--- src/rtl/alu_serial_ctrl.sv ---
// alu_serial_ctrl: bit-serial ALU, one bit per cycle LSB first, with valid/ready handshake.
// Revision 1.0
`default_nettype none

module alu_serial_ctrl #(
  parameter int WIDTH = 32
) (
  input  logic             clk,
  input  logic             rst,
  input  logic             in_valid,
  output logic             in_ready,
  input  logic [2:0]       op,
  input  logic [WIDTH-1:0] a,
  input  logic [WIDTH-1:0] b,
  output logic             out_valid,
  input  logic             out_ready,
  output logic [WIDTH-1:0] result,
  output logic             zero,
  output logic             carry_out,
  output logic             overflow,
  output logic             busy
);

  localparam int IW = (WIDTH > 1) ? $clog2(WIDTH) : 1;

  typedef enum logic [1:0] {
    S_IDLE = 2'd0,
    S_RUN  = 2'd1,
    S_DONE = 2'd2
  } state_t;

  state_t           state, state_nxt;
  logic [WIDTH-1:0] a_q, b_q;
  logic [2:0]       op_q;
  logic [IW-1:0]    idx;
  logic             carry;

  logic             accept, last, sub_op;
  logic             ai, bi, bm, sum, carry_nxt, bit_res;
  logic [WIDTH-1:0] res_nxt;

  assign accept = in_valid && (state == S_IDLE);
  assign last   = (idx == IW'(WIDTH - 1));
  assign sub_op = (op_q == 3'b110) || (op_q == 3'b111);

  // Single full-adder slice shared across all bit positions.
  assign ai        = a_q[idx];
  assign bi        = b_q[idx];
  assign bm        = sub_op ? ~bi : bi;
  assign sum       = ai ^ bm ^ carry;
  assign carry_nxt = (ai & bm) | ((ai ^ bm) & carry);

  always_comb begin
    bit_res = 1'b0;
    case (op_q)
      3'b000:                 bit_res = ai & bi;
      3'b001:                 bit_res = ai | bi;
      3'b011:                 bit_res = ~(ai & bi);
      3'b100:                 bit_res = ~(ai | bi);
      3'b010, 3'b110, 3'b101: bit_res = sum;
      default:                bit_res = 1'b0;
    endcase
  end

  always_comb begin
    res_nxt      = result;
    res_nxt[idx] = bit_res;
    if (last && (op_q == 3'b111)) begin
      res_nxt = {{(WIDTH-1){1'b0}}, sum};
    end
  end

  always_ff @(posedge clk or posedge rst) begin
    if (rst) begin
      state <= S_IDLE;
    end else begin
      state <= state_nxt;
    end
  end

  always_comb begin
    state_nxt = state;
    in_ready  = 1'b0;
    out_valid = 1'b0;
    busy      = 1'b0;
    case (state)
      S_IDLE: begin
        in_ready = 1'b1;
        if (in_valid) state_nxt = S_RUN;
      end
      S_RUN: begin
        busy = 1'b1;
        if (last) state_nxt = S_DONE;
      end
      S_DONE: begin
        out_valid = 1'b1;
        if (out_ready) state_nxt = S_IDLE;
      end
      default: state_nxt = S_IDLE;
    endcase
  end

  always_ff @(posedge clk or posedge rst) begin
    if (rst) begin
      a_q       <= '0;
      b_q       <= '0;
      op_q      <= '0;
      idx       <= '0;
      carry     <= 1'b0;
      result    <= '0;
      zero      <= 1'b0;
      carry_out <= 1'b0;
      overflow  <= 1'b0;
    end else if (accept) begin
      a_q   <= a;
      b_q   <= b;
      op_q  <= op;
      idx   <= '0;
      carry <= (op == 3'b110) || (op == 3'b111);
    end else if (state == S_RUN) begin
      result <= res_nxt;
      carry  <= carry_nxt;
      if (last) begin
        // Flags are computed from the final bit so they appear together with out_valid.
        idx       <= '0;
        zero      <= (res_nxt == '0);
        carry_out <= (op_q == 3'b010 || op_q == 3'b110 || op_q == 3'b101) ? carry_nxt : 1'b0;
        overflow  <= (op_q == 3'b010 || op_q == 3'b110) ? (carry ^ carry_nxt) : 1'b0;
      end else begin
        idx <= idx + 1'b1;
      end
    end
  end

endmodule

`default_nettype wire

--- config.mk ---
export PLATFORM = sky130hd
export DESIGN_NAME = alu_serial_ctrl
export DESIGN_NICKNAME = d
export VERILOG_FILES = /design/src/rtl/alu_serial_ctrl.sv
export SDC_FILE = /design/constraint.sdc
export NUM_CORES = 1
export LEC_CHECK = 0
export ABC_AREA = 1
export CAP_MARGIN = 5
export CORE_UTILIZATION = 53
export DETAILED_ROUTE_END_ITERATION = 8
export HOLD_SLACK_MARGIN = 0.1
export PLACE_DENSITY = 0.81
export SYNTH_ARGS = -nofsm -noshare
export SYNTH_HDL_FRONTEND = slang
export SYNTH_SLANG_ARGS = --single-unit
--- constraint.sdc ---
create_clock -name clk -period 4.48 [get_ports clk]
set_input_delay 0.896 -clock clk [delete_from_list [all_inputs] [get_ports clk]]
set_output_delay 0.896 -clock clk [all_outputs]
set_load 0.01 [all_outputs]
**Word level (Yosys, flattened, before mapping)**

Index checks and enable logic that the tools add are counted.

- Flip-flop bits (word level): 110
- Bits in latches: 0
- Memory bits (writable): 0
- Bits in read-only memories: 0
- Input bits: 71
- Output and inout bits: 38
- Word-level logic and storage cells: 79
- Memories kept: 0

- Add/sub/neg operators: 1
- Multipliers: 0
- Div/mod/pow operators: 0
- $lt $le $gt $ge: 2
- Equal/unequal tests: 15
- Shift-type cells: 0
- Mux-type cells: 24
- Bitwise gates (word level): 12
- Reductions and logical operators: 15

Operators by type and width:

| kind | count |
|---|---|
| $bwmux W32 | 1 |
| $logic_not A32 Y1 | 1 |
| $mux W32 | 1 |
| $eq A3 B3 Y1 const B | 6 |
| $mux W5 | 3 |
| $mux W1 | 11 |
| $bmux W1 S5 | 2 |
| $eq A3 B2 Y1 const B | 2 |
| $lt A5 B6 Y1 const B | 1 |
| $mux W2 | 3 |
| $ne A2 B2 Y1 const B | 3 |
| $pmux W2 S3 | 1 |
| $reduce_and A3 Y1 | 2 |
| $add A5 B1 Y5 const B | 1 |
| $demux W1 S5 | 1 |
| $eq A5 B5 Y1 const B | 1 |
| $ge A5 B1 Y1 const B | 1 |
| $pmux W1 S5 | 1 |
| $logic_or A1 B1 Y1 | 4 |
| $not A1 Y1 | 4 |
| $and A1 B1 Y1 | 3 |
| $eq A3 B1 Y1 const B | 1 |
| $logic_and A1 B1 Y1 | 3 |
| $logic_not A3 Y1 | 1 |
| other kinds (8) | 11 |

**Depth between registers and ports, before layout**

- Depth in word-level cells: 10
- Depth in mapped cells: 25
- Depth with buffers taken out: 22

**Worst setup path after synthesis**

OpenSTA, ideal clock, no wires.

- Path kind: flip-flop to flip-flop
- Start point: reg idx[0]
- End point: reg zero
- Library setup time: 65 ps
- Data arrival time: 2699 ps
- Required time: 4415 ps
- Path slack: 1717 ps
- Cell stages (with the launch flop): 25
- Buffers on the path: 3
- Clock period less this slack: 2763 ps
- Cells stage by stage: dfrtp_1 -> buf_4 -> buf_6 -> nand2_1 -> nand2_1 -> nand2_1 -> nand2_1 -> nand2_1 -> nor2_1 -> nand2_1 -> xor2_1 -> fa_1 -> inv_1 -> nand2_1 -> o21ai_1 -> nor2_2 -> buf_4 -> nand2_1 -> nand2_1 -> nand2_1 -> nor2_1 -> nand3_1 -> nor2_1 -> nand2_1 -> nand2_1

- Cells in the longest elaborated chain, start to end: 10
- Elaborated cells between the ends (all ways): 24
- Those cells by class: order compare: 2; eq/ne: 1; mux: 10; bitwise: 7; reduce/logical: 4

Ends and longest elaborated chain:

| element | RTL line | RTL |
|---|---|---|
| start, declared | 35 | `logic [IW-1:0] idx;` |
| start signal, assigned | 130 | `idx <= idx + 1'b1;` |
| $bmux W1 S5 | 48 | `assign bi = b_q[idx];` |
| $mux W1 (implied by the code) | 48 |  |
| $not A1 Y1 | 49 | `assign bm = sub_op ? ~bi : bi;` |
| $mux W1 | 49 |  |
| $xor A1 B1 Y1 (2 in series) | 50 | `assign sum = ai ^ bm ^ carry;` |
| $pmux W1 S5 | 55 | `case (op_q)` |
| $bwmux W32 | 67 | `res_nxt[idx] = bit_res;` |
| $mux W32 | 68 | `if (last && (op_q == 3'b111)) begin` |
| $logic_not A32 Y1 | 126 | `zero <= (res_nxt == '0);` |
| end signal, assigned | 126 |  |
| end, declared | 18 | `output logic zero,` |

Parallel ways exist; a longest one is shown, timed or not. The select of a mux whose other input is x is not followed.
A chain may end at the register's enable or synchronous reset.

**Final worst setup path**

- Start point: reg idx[1]
- End point: reg zero

Same word-level chain as after synthesis.

==> results.py <==
metrics = {
    "synthesis": {
        "synth_area_leader_cell": "dfrtp_1",
        "synth_top_area_share": 0.473,
        "syn_nets": 901,
        "yosysWarnings": 0,
        "synth-main-ff-cell": "dfrtp_1",
        "netlist_area_sq_um": 5820,
        "synth.area.top_cells": "dfrtp_1 47%, nand2_1 20%, o21ai_0 9.3%",
        "synth-edff-count": 0,
        "yosysSeqAreaShare": 0.473,
        "yosys-top-cells-count": "307 x nand2_1, 110 x dfrtp_1, 108 x o21ai_0, 94 x nor2_1, 90 x inv_1",
        "async_reset_ff_frac": 1.00,
        "synth_most_common_cell": "nand2_1",
        "ys_seq_elements": 110,
        "synthCells": 824,
        "synth_cell_type_count": 25,
        "avgSynthCellArea_sq_um": 7.07,
    },
    "global_routing": {
        "grtUsageTotal": 0.274,
        "grt_pass1_wl_microns": 24700,
        "grt_pass1_vias": 5170,
        "grt_max_degree": 90,
        "overflow": 0,
        "grt_antenna_before_repair": 0,
    },
    "sta": {
        "fin_skew_ns": 0.0154,
        "slew_headroom": 0.479,
        "hold_violations": 0,
        "drv_slew": 0,
        "rsz0062_at_grt": "false",
        "min_period_ns": 3.74,
        "setup_violations": 0,
        "fin_ws_ns": 0.741,
        "fin_crit_sh": 0.835,
        "fin_setup_tns_ns": 0,
        "tightestPinTransition_ns": 0.782,
        "fmax_ghz": 0.267,
    },
    "pwr": {
        "peakVddDrop_v": 0.000446,
        "p_clk_frac": 0.125,
        "swShare": 0.459,
        "power_frac_comb": 0.537,
        "p_int_mw": 2.72,
        "p_leak_nw": 3.42,
        "p_seq_frac": 0.339,
        "switchingPower_mw": 2.31,
        "powerDensity_nw_per_um2": 699,
    },
    "floorplan": {
        "die_area_sq_um": 11400,
        "start_util": 0.554,
        "ios": 109,
        "die_h_microns": 107,
        "rows": 37,
        "coreArea_sq_um": 10500,
        "die_w_microns": 107,
    },
    "critical_path": {
        "required_ns": 4.80,
        "worstRegToRegCells": 22,
        "crit_path_max_fanout": 32,
        "worst_setup_path_end_kind": "flip-flop",
        "startpoint_type": "flip-flop",
        "reg2reg_setup_slack_ns": 0.74,
        "path_class": "flip-flop to flip-flop",
        "cp.arrival_ns": 4.05,
    },
    "clock_network": {
        "postCtsResizedCells": 0,
        "cts-root-buf": "clkbuf_8",
        "cts_tree": "done",
        "numCtsBuffers": 9,
        "htreeDepth": 3,
        "clk_latency_ns": 0.38,
        "cts_buffer_depth": 2,
        "postCtsHoldBufs": 0,
        "post-cts-setup-buffer-count": 0,
        "clk_pin_slew_ns": 0.11,
        "clock-sinks": 110,
    },
    "hold_path": {
        "hold_path.class": "flip-flop to flip-flop",
        "min_delay_path_depth": 2,
    },
    "route": {
        "detail_route.iter0.violations": 369,
        "drc_errors": 0,
        "vias": 5525,
        "dr.pass1.iters": 5,
        "wl_microns": 14300,
        "wl_per_cell_microns": 13.6,
        "ant_nets": 0,
        "vias_per_cell": 5.23,
    },
    "placed_design": {
        "gp_congestion": 0.904,
        "dp_hpwl_microns": 10400,
        "place_ws_ns": 0.797,
        "io_buffers": 108,
        "dp_cells": 1040,
    },
    "run": {
        "cap_violations": 0,
    },
    "layout": {
        "syn2layout_area_growth_pct": 23.4,
        "final_cells": 1056,
        "final_net_count": 992,
        "diodes": 0,
        "drive_gt1_frac": 0.0315,
    },
    "outcome": {
        "status": "completed",
    },
}
[cells by family after synthesis]
| family | Yosys count | synth area share |
|---|---|---|
| buf+inv | 129 | 0.0896 |
| flops | 110 | 0.473 |
| simple gates | 441 | 0.294 |
| compound gates | 136 | 0.127 |
| fa+ha+maj | 6 | 0.0142 |
| xor+xnor | 2 | 0.00301 |
[path summary, 6_finish.rpt]
kind | from | endpoint
max | idx[1]$_DFFE_PP0P_ | zero$_DFFE_PP0P_
min | a_q[22]$_DFFE_PP0P_ | a_q[22]$_DFFE_PP0P_
max reg2reg | idx[1]$_DFFE_PP0P_ | zero$_DFFE_PP0P_
min reg2reg | a_q[22]$_DFFE_PP0P_ | a_q[22]$_DFFE_PP0P_
max in group asynchronous | rst | a_q[5]$_DFFE_PP0P_
min in group asynchronous | rst | b_q[19]$_DFFE_PP0P_
[metrics by stage]
step	hold slack (ns)	cell area [sq um]	total power, mW	utilization
2_1_floorplan	0.450	5820	3.59	-
3_3_place_gp	0.470	6980	4.29	0.664
3_5_place_dp	0.470	6980	4.39	0.664
4_1_cts	0.496	7180	5.03	0.684
5_1_grt	0.536	7180	5.49	0.684
6_report	0.496	7180	5.02	0.684
[layout make-up]
class,instances,area [sq um]
clock buffer,10,138
clock inverter,6,70.1
fill,871,3320
inverter,93,352
multi-input combinational,585,2550
sequential,110,2750
tap,136,170
timing repair buffer,116,1150
[worst max-delay path: stages, from the launching register on]
cell and delay, ns:
dfrtp_1 0.74, inv_2 0.34, nand3_1 0.18, nand2_1 0.07, nand2_1 0.06, nand2_1 0.05, nor2_1 0.09, nand2_1 0.15
xor2_1 0.19, fa_1 0.49, inv_1 0.05, nand2_1 0.05, o21ai_1 0.06, nor2_2 0.10, buf_4 0.32, nand2_1 0.09
nand2_1 0.09, nand2_1 0.05, nor2_1 0.21, nand2_1 0.08, nor2_1 0.10, nand2_1 0.05, nand2_1 0.05
[routing by layer]
metal / wire [microns] / track usage / vias to the layer above
li1: - / - / 2726
met1: 6720 / 0.399 / 2573
met2: 6470 / 0.424 / 197
met3: 821 / 0.0322 / 29
met4: 323 / 0.0969 / 0
met5: 0 / 0 / -
[registers in the layout, indices dropped and copies added (netlist names)]
register,cells
b_q,32
op_q,3
idx,5
carry_out,1
result,32
overflow,1
a_q,32
state,2
carry,1
zero,1
[placed cells by master, fill, tap and decap left out, types with 5 or more instances in the layout]
cell | Yosys | layout
nor2_1 | 94 | 94
nand2_1 | 307 | 307
a21o_1 | 8 | 8
o21a_1 | 12 | 12
inv_1 | 90 | 88
clkdlybuf4s50_1 | 0 | 108
clkbuf_8 | 0 | 10
buf_4 | 6 | 7
ha_1 | 5 | 5
o21ai_0 | 108 | 108
nand3_1 | 35 | 35
dfrtp_1 | 110 | 110
[power groups by stage]
| stage | Sequential, mW | Combinational (mW) | Clock [mW] |
|---|---|---|---|
| final | 1.70 | 2.70 | 0.626 |
| after global routing | 1.75 | 3.07 | 0.673 |
| after CTS | 1.70 | 2.69 | 0.637 |
| after detailed placement | 1.72 | 2.67 | 0 |
| after global placement | 1.70 | 2.59 | 0 |
| after floorplan | 1.69 | 1.90 | 0 |
(Power assumes the default switching activity.)
